$ cat src/rtl/clint_mtimer.sv
// Core-local timer and software-interrupt unit behind a req/gnt register port.
// Shared 64-bit mtime (RTC or clk tick, prescaled) and per-hart mtimecmp/msip.
module clint_mtimer #(
    parameter int NR_HARTS    = 1,
    parameter int DATA_WIDTH  = 64,
    parameter int SYNC_STAGES = 2,
    parameter int PRESCALE_W  = 8
) (
    input  logic                    clk_i,
    input  logic                    rst_i,
    input  logic                    req_i,
    input  logic                    we_i,
    input  logic [15:0]             addr_i,
    input  logic [DATA_WIDTH-1:0]   wdata_i,
    input  logic [DATA_WIDTH/8-1:0] be_i,
    output logic                    gnt_o,
    output logic                    rvalid_o,
    output logic [DATA_WIDTH-1:0]   rdata_o,
    output logic                    err_o,
    input  logic                    rtc_i,
    output logic [NR_HARTS-1:0]     timer_irq_o,
    output logic [NR_HARTS-1:0]     ipi_o
);
    localparam logic [11:0] NH12 = 12'(NR_HARTS);

    function automatic logic [63:0] merge_be(input logic [63:0] old_v,
                                             input logic [63:0] new_v,
                                             input logic [7:0]  be);
        logic [63:0] res;
        res = old_v;
        for (int b = 0; b < 8; b++) begin
            if (be[b]) res[8*b +: 8] = new_v[8*b +: 8];
            else       res[8*b +: 8] = old_v[8*b +: 8];
        end
        return res;
    endfunction

    logic [63:0]            mtime_r;
    logic [63:0]            mtimecmp_r [NR_HARTS];
    logic [NR_HARTS-1:0]    msip_r;
    logic                   en_r;
    logic                   src_r;
    logic [PRESCALE_W-1:0]  prescale_r;
    logic [PRESCALE_W-1:0]  pcnt_r;
    logic [SYNC_STAGES-1:0] sync_r;
    logic                   rtc_prev_r;
    logic [NR_HARTS-1:0]    timer_irq_r;
    logic                   rvalid_r;
    logic                   err_r;
    logic [DATA_WIDTH-1:0]  rdata_r;

    logic [63:0]           wdata64_s;
    logic [7:0]            be8_s;
    logic [63:0]           rd64_s;
    logic [63:0]           ctrl64_s;
    logic [63:0]           ctrl_new_s;
    logic [DATA_WIDTH-1:0] rd_word_s;
    logic [11:0]           msip_idx_s;
    logic [10:0]           cmp_idx_s;
    logic [2:0]            lane_byte_s;
    logic [5:0]            lane_bit_s;
    logic                  hi_bad_s;
    logic                  aligned_s;
    logic                  msip_hit_s;
    logic                  cmp_hit_s;
    logic                  ctrl_hit_s;
    logic                  mtime_hit_s;
    logic                  err_s;
    logic                  wr_s;
    logic                  rtc_rise_s;
    logic                  tick_s;
    logic                  inc_s;

    // Every register is viewed as 64 bits; a 32-bit port maps onto one half via addr_i[2].
    generate
        if (DATA_WIDTH == 32) begin : g_dw32
            assign wdata64_s = addr_i[2] ? {wdata_i, 32'd0} : {32'd0, wdata_i};
            assign be8_s     = addr_i[2] ? {be_i, 4'd0} : {4'd0, be_i};
            assign rd_word_s = addr_i[2] ? rd64_s[63:32] : rd64_s[31:0];
            assign hi_bad_s  = 1'b0;
        end else begin : g_dw64
            assign wdata64_s = wdata_i;
            assign be8_s     = be_i;
            assign rd_word_s = rd64_s;
            assign hi_bad_s  = addr_i[2];
        end
    endgenerate

    assign msip_idx_s  = addr_i[13:2];
    assign cmp_idx_s   = addr_i[13:3];
    assign lane_byte_s = {addr_i[2], 2'b00};
    assign lane_bit_s  = {addr_i[2], 5'b00000};

    // Address decode; MSIP is a 32-bit register so it may sit in either lane.
    always_comb begin
        aligned_s   = (addr_i[1:0] == 2'b00);
        msip_hit_s  = aligned_s && (addr_i[15:14] == 2'b00) && (msip_idx_s < NH12);
        cmp_hit_s   = aligned_s && !hi_bad_s && (addr_i[15:14] == 2'b01)
                      && ({1'b0, cmp_idx_s} < NH12);
        ctrl_hit_s  = aligned_s && !hi_bad_s && (addr_i[15:3] == 13'h17FE);
        mtime_hit_s = aligned_s && !hi_bad_s && (addr_i[15:3] == 13'h17FF);
        err_s       = !(msip_hit_s || cmp_hit_s || ctrl_hit_s || mtime_hit_s);
    end

    // CTRL as a 64-bit view with unimplemented bits reading zero.
    always_comb begin
        ctrl64_s                  = 64'd0;
        ctrl64_s[0]               = en_r;
        ctrl64_s[1]               = src_r;
        ctrl64_s[8 +: PRESCALE_W] = prescale_r;
    end

    assign ctrl_new_s = merge_be(ctrl64_s, wdata64_s, be8_s);

    // Read mux over the 64-bit register views.
    always_comb begin
        rd64_s = 64'd0;
        for (int h = 0; h < NR_HARTS; h++) begin
            rd64_s = rd64_s
                   | ({63'd0, msip_r[h] & msip_hit_s & (msip_idx_s == 12'(h))} << lane_bit_s)
                   | (mtimecmp_r[h] & {64{cmp_hit_s && (cmp_idx_s == 11'(h))}});
        end
        rd64_s = rd64_s | (ctrl64_s & {64{ctrl_hit_s}}) | (mtime_r & {64{mtime_hit_s}});
    end

    assign wr_s       = req_i & we_i & ~err_s;
    assign rtc_rise_s = sync_r[SYNC_STAGES-1] & ~rtc_prev_r;
    assign tick_s     = en_r & (src_r | rtc_rise_s);
    assign inc_s      = tick_s && (pcnt_r == prescale_r);

    // Timer state, per-hart registers and IRQ flops.
    always_ff @(posedge clk_i or posedge rst_i) begin
        if (rst_i) begin
            mtime_r     <= 64'd0;
            msip_r      <= {NR_HARTS{1'b0}};
            en_r        <= 1'b1;
            src_r       <= 1'b0;
            prescale_r  <= {PRESCALE_W{1'b0}};
            pcnt_r      <= {PRESCALE_W{1'b0}};
            sync_r      <= {SYNC_STAGES{1'b0}};
            rtc_prev_r  <= 1'b0;
            timer_irq_r <= {NR_HARTS{1'b0}};
            for (int h = 0; h < NR_HARTS; h++) begin
                mtimecmp_r[h] <= 64'hFFFF_FFFF_FFFF_FFFF;
            end
        end else begin
            sync_r     <= {sync_r[SYNC_STAGES-2:0], rtc_i};
            rtc_prev_r <= sync_r[SYNC_STAGES-1];
            // A bus write to MTIME overrides a coincident increment.
            if (wr_s && mtime_hit_s) begin
                mtime_r <= merge_be(mtime_r, wdata64_s, be8_s);
            end else if (inc_s) begin
                mtime_r <= mtime_r + 64'd1;
            end
            if (wr_s && ctrl_hit_s) begin
                en_r       <= ctrl_new_s[0];
                src_r      <= ctrl_new_s[1];
                prescale_r <= ctrl_new_s[8 +: PRESCALE_W];
                pcnt_r     <= {PRESCALE_W{1'b0}};
            end else if (tick_s) begin
                pcnt_r <= inc_s ? {PRESCALE_W{1'b0}} : pcnt_r + PRESCALE_W'(1);
            end
            for (int h = 0; h < NR_HARTS; h++) begin
                if (wr_s && msip_hit_s && (msip_idx_s == 12'(h)) && be8_s[lane_byte_s]) begin
                    msip_r[h] <= wdata64_s[lane_bit_s];
                end
                if (wr_s && cmp_hit_s && (cmp_idx_s == 11'(h))) begin
                    mtimecmp_r[h] <= merge_be(mtimecmp_r[h], wdata64_s, be8_s);
                end
                timer_irq_r[h] <= (mtime_r >= mtimecmp_r[h]);
            end
        end
    end

    // One-cycle response; reset discards any pending response.
    always_ff @(posedge clk_i or posedge rst_i) begin
        if (rst_i) begin
            rvalid_r <= 1'b0;
            err_r    <= 1'b0;
            rdata_r  <= {DATA_WIDTH{1'b0}};
        end else begin
            rvalid_r <= req_i;
            err_r    <= req_i & err_s;
            rdata_r  <= (req_i && !we_i && !err_s) ? rd_word_s : {DATA_WIDTH{1'b0}};
        end
    end

    assign gnt_o       = req_i;
    assign rvalid_o    = rvalid_r;
    assign err_o       = err_r;
    assign rdata_o     = rdata_r;
    assign timer_irq_o = timer_irq_r;
    assign ipi_o       = msip_r;
endmodule

$ cat config.mk
export PLATFORM = sky130hd
export DESIGN_NAME = clint_mtimer
export DESIGN_NICKNAME = d
export VERILOG_FILES = /design/src/rtl/clint_mtimer.sv
export SDC_FILE = /design/constraint.sdc
export NUM_CORES = 1
export LEC_CHECK = 0
export CAP_MARGIN = 10
export CORE_AREA = 2 2 165 167
export DETAILED_ROUTE_END_ITERATION = 7
export DIE_AREA = 0 0 167 169
export PLACE_DENSITY = 0.7
export SLEW_MARGIN = 20
export SYNTH_ARGS = -nofsm -noshare
export SYNTH_HDL_FRONTEND = slang
export SYNTH_SLANG_ARGS = --single-unit
$ cat constraint.sdc
create_clock -name clk_i -period 7.8 [get_ports clk_i]
set_input_delay 2.34 -clock clk_i [delete_from_list [all_inputs] [get_ports clk_i]]
set_output_delay 2.34 -clock clk_i [all_outputs]
set_load 0.01 [all_outputs]
Yosys cells after proc, flatten, opt, wreduce, memory -nomap -nowiden. Index checks and enable logic that the tools add are counted.

Register bits: 217. Input bits: 93. Output and inout port bits: 69. Word-level logic and storage cells: 128.

Add/sub/neg operators: 2. Reduce and logical (&&, ||, !) cells: 48. Shift operators: 1. Magnitude comparators: 5. Bitwise operators: 15. Muxes and demuxes: 18. Equal/unequal tests: 12.

Operators with widths (count): 2-to-1 mux 64 bit (3); OR 64 bit (3); bitwise AND 64 bit (2); 2-to-1 mux 8 bit (11); adder 64 x 1 -> 64 bit (second input constant) (1); bitwise AND 16 x 64 -> 64 bit (1); >= comparator 64 bit (1); << shifter 1 x 6 -> 64 bit (1); AND reduction 2 bit (18); equality test 13 bit (second input constant) (2); logical AND 1 bit (18); inequality test 2 bit (second input constant) (8); logical NOT 12 bit (1); < comparator 12 x 1 -> 1 bit (second input constant) (1); logical NOT 11 bit (1); < comparator 11 x 1 -> 1 bit (second input constant) (1); adder 8 x 1 -> 8 bit (second input constant) (1); equality test 8 bit (1); bitwise AND 1 bit (7); < comparator 6 x 7 -> 1 bit (second input constant) (1); logical NOT 2 bit (2); < comparator 3 x 4 -> 1 bit (second input constant) (1); 2-to-1 mux 1 bit (4); nonzero test 2 bit (2); other kinds (5) (9).

Logic depth before layout (Yosys ltp).
Word-level depth: 11. Depth in mapped cells: 9. Mapped depth without buffers: 9.

Worst setup path before layout. OpenSTA, ideal clock, no wires.

Kind: input to output. Start point: input req_i. End point: output gnt_o. Setup slack: 3.001 ns. Path buffers: 1. Arrival time: 2.459 ns. Cell stages on the path: 1. Data required time: 5.460 ns. Path through: buf_4.

RTL lines: from (decl) (RTL line 11) `input logic req_i,`; to (decl) (RTL line 16) `output logic gnt_o,`.

No word-level cell between the ends.

Worst setup path in the final report.
Start point: input req_i. End point: output gnt_o.

No word-level cell between the ends.

==> summary.md <==
| Metric | Value |
|---|---|
| Worst path required time | `5.46 ns` |
| Clk buf depth | `3` |
| Adder-cell share of the synthesized area | `0.0699` |
| CTS tree | `yes` |
| Final Max Tran Viols | `0` |
| Pint | `1820 uW` |
| Crit path arrival time | `3.46 ns` |
| DP Worst Slack | `2.01 ns` |
| Post-Syn Area | `11800 um^2` |
| Core ar. | `26500 um^2` |
| Starting density of the core | `0.446` |
| Combinational power share | `0.042` |
| RSZ-0062 raised after global routing | `false` |
| Min-Delay Path Class | `reg -> reg` |
| Gate count after technology mapping | `1193` |
| Drt first pass iters | `4` |
| Top cell type by total area after synthesis | `dfrtp_1` |
| Die area | `28200 um^2` |
| Nets@finish | `1507` |
| Sw Pwr | `511 uW` |
| First-pass GRT wire length | `52900 um` |
| Boundary Pins | `162` |
| GRT Resource Usage Total | `0.232` |
| Largest family of logic cells by synthesized area | `simple AND/OR/NAND/NOR gates` |
| Reg clk slew, reported paths | `0.06 ns` |
| Hold path startpoint | `sync_r[0]` |
| Max-cap violations | `0` |
| Synth Area in Compound Gates | `0.148` |
| Port bufs | `161` |
| FF-to-FF path depth | `8` |
| Via density | `5.87` |
| Clk pwr share | `0.472` |
| Share of cells above drive strength 1 | `0.154` |
| Layout area overhead | `23.2%` |
| Grt total ovfl | `0` |
| Sequential fraction of the synthesis area | `0.467` |
| Ys flop type | `dfrtp_1` |
| Routability cong. | `0.875` |
| DR vias | `10000` |
| Crit-path most repeated cell | `clkdlybuf4s50_1` |
| CP max-delay cell | `clkdlybuf4s50_1` |
| Worst VDD drop | `0.000193 V` |
| Mux share of post-synthesis cell area | `0.0895` |
| Clk Latency, worst-skew pair | `0.53 ns` |
| Buf/Inv on CP | `2` |
| Endpoints failing setup | `0` |
| Most common cell after layout, fill and taps aside | `clkdlybuf4s50_1` |
| CP cell instances | `clkdlybuf4s50_1 -> clkdlybuf4s50_1` |
| Post-CTS Hold Buffers | `0` |
| Synth Area in Simple Gates | `0.182` |
| Final Util | `0.549` |
| Hold Path Stages | `0` |
| Hold Fails Final Rpt | `0` |
| Synth warnings | `0` |
| Avg Inst Size Synth | `9.90 um^2` |
| Max incr delay on CP | `0.56 ns` |
| Diode count | `0` |
| Power share of the sequential group | `0.485` |
| EDFF count, synth | `0` |
| Root Driver | `clkbuf_16` |
| Cts bufs inserted | `25` |
| Die Wd | `167 um` |
| Pwr/cell area | `160 nW/um^2` |
| Clock sink count | `217` |
| HPWL Detailed | `23700 um` |
| Slew margin rel. | `0.339` |
| # resized after CTS | `0` |
| Xor/xnor share of the synthesized area | `0.00816` |
| Crit path max fanout | `6` |
| P_leak | `0.00579 uW` |
| Top cell type's share of synthesized area | `0.322` |
| Crit start category | `input pin` |
| Final worst slack | `2.00 ns` |
| F_max | `0.173 GHz` |
| Die Height | `169 um` |
| Routed WL per cell | `19.5 um` |
| Pin count of the biggest net entering global routing | `161` |
| Post-CTS Setup Repair Bufs | `0` |
| Reg-to-Reg Start | `sync_r[1]` |
| Fin cells | `1708` |
| Max H-tree Level | `1` |
| Kind of critical path | `in -> out` |
| CP startpoint | `req_i` |
| Vias in the first global route | `9909` |
| Distinct cell type count after synthesis | `68` |
| Antenna violations before repair | `0` |
| Initial DRC count | `882` |
| Flops & latches, synth | `217` |
| Total wire length | `33300 um` |
| Post-Syn Nets | `1352` |
| Antenna-violating nets left | `0` |
| Fin crit share | `0.743` |
| Status | `finished, final reports clean` |
| Synth async-reset ratio | `1.00` |
| Clock skew | `0.00938 ns` |
| Commonest non-fill, non-tap cells in the layout | `clkdlybuf4s50_1 (161), dfrtp_1 (152), nor2_1 (151), mux2_2 (85), nand2_1 (80)` |
| Slew @ Worst Pin | `0.984 ns` |
| CP endpoint kind | `primary output` |
| Crit-path leading delay family | `buffers and inverters` |
| Placed insts | `1662` |
| Row cnt | `60` |
| Synth area leaders | `dfrtp_1 (32%), dfstp_2 (14%), mux2_2 (8.1%)` |
| Setup TNS | `0 ns` |
| Residual DRC | `0` |
| Critical path depth | `2` |
| Final critical-path required period | `5.80 ns` |
| Switching share of power | `0.219` |
power by group through the flow:
stage	logic (uW)	registers (uW)	clock network [uW]
2_1_floorplan	25.4	1150	0
3_3_place_gp	99.2	1150	0
3_5_place_dp	99.3	1150	0
4_1_cts	99.8	1130	1120
5_1_grt	106	1130	1160
6_report	98.7	1130	1100
Yosys cell counts (5+ instances only):
cell type and n:
and3_1 18, a21o_1 8, a211oi_1 19, dfstp_2 65, nand2b_1 5, o22ai_1 10, nor3_1 21, nor4_1 11
or3_1 7, o211ai_1 13, a21oi_1 55, clkbuf_1 38, buf_1 6, xnor2_1 8, o21ai_0 33, a22oi_1 65
mux2_2 85, nor3b_1 6, nor2_1 151, and4_1 11, nand3_1 46, a311oi_1 6, mux2i_1 10, ha_1 66
and2_1 18, inv_1 68, nand2_1 80, o32ai_1 6, o21a_1 12, nand4_1 36, dfrtp_1 152
metrics by stage:
stage	total power (uW)	instance area, um^2	hold slack (ns)
after floorplan	1170	11800	0.331
after global placement	1250	13800	0.338
after detailed placement	1250	13800	0.342
after CTS	2350	14500	0.356
after global routing	2390	14600	0.370
final	2330	14600	0.351
layout make-up:
class	instances	area, um^2
timing repair buffer	173	1710
clock inverter	5	53.8
tap	341	427
fill	2365	11900
sequential	217	5510
clock buffer	41	696
multi-input combinational	863	5890
inverter	68	259
cell families after synthesis:
group	Yosys count
and+or+nand+nor	434
adders and majority gates	66
muxes	95
xor gates and xnor gates	11
DFF	217
AOI/OAI and AO/OA	257
buffers and inverters	113
final timing paths:
kind                                    end  slack [ns]
worst min register to register    sync_r[1]        0.35
worst max-delay path                  gnt_o        2.00
worst min-delay path              sync_r[1]        0.35
max in group asynchronous       mtime_r[29]        4.69
worst max register to register  mtime_r[17]        4.17
min in group asynchronous       mtime_r[43]        2.41
layer usage:
layer	up-vias	part of all wire	track usage
met1	4987	0.43	0.300
li1	4695	-	-
met3	55	0.056	0.0365
met5	-	0	0
met4	0	0.021	0.0626
met2	286	0.49	0.405
sequential cells by signal (all words and copies together) (netlist names), 2 cells and up:
signal / cells
mtime_r: 64
mtimecmp_r: 64
rdata_o: 64
pcnt_r: 8
prescale_r: 8
sync_r: 2
No activity file was read; power rests on OpenSTA's default activity.
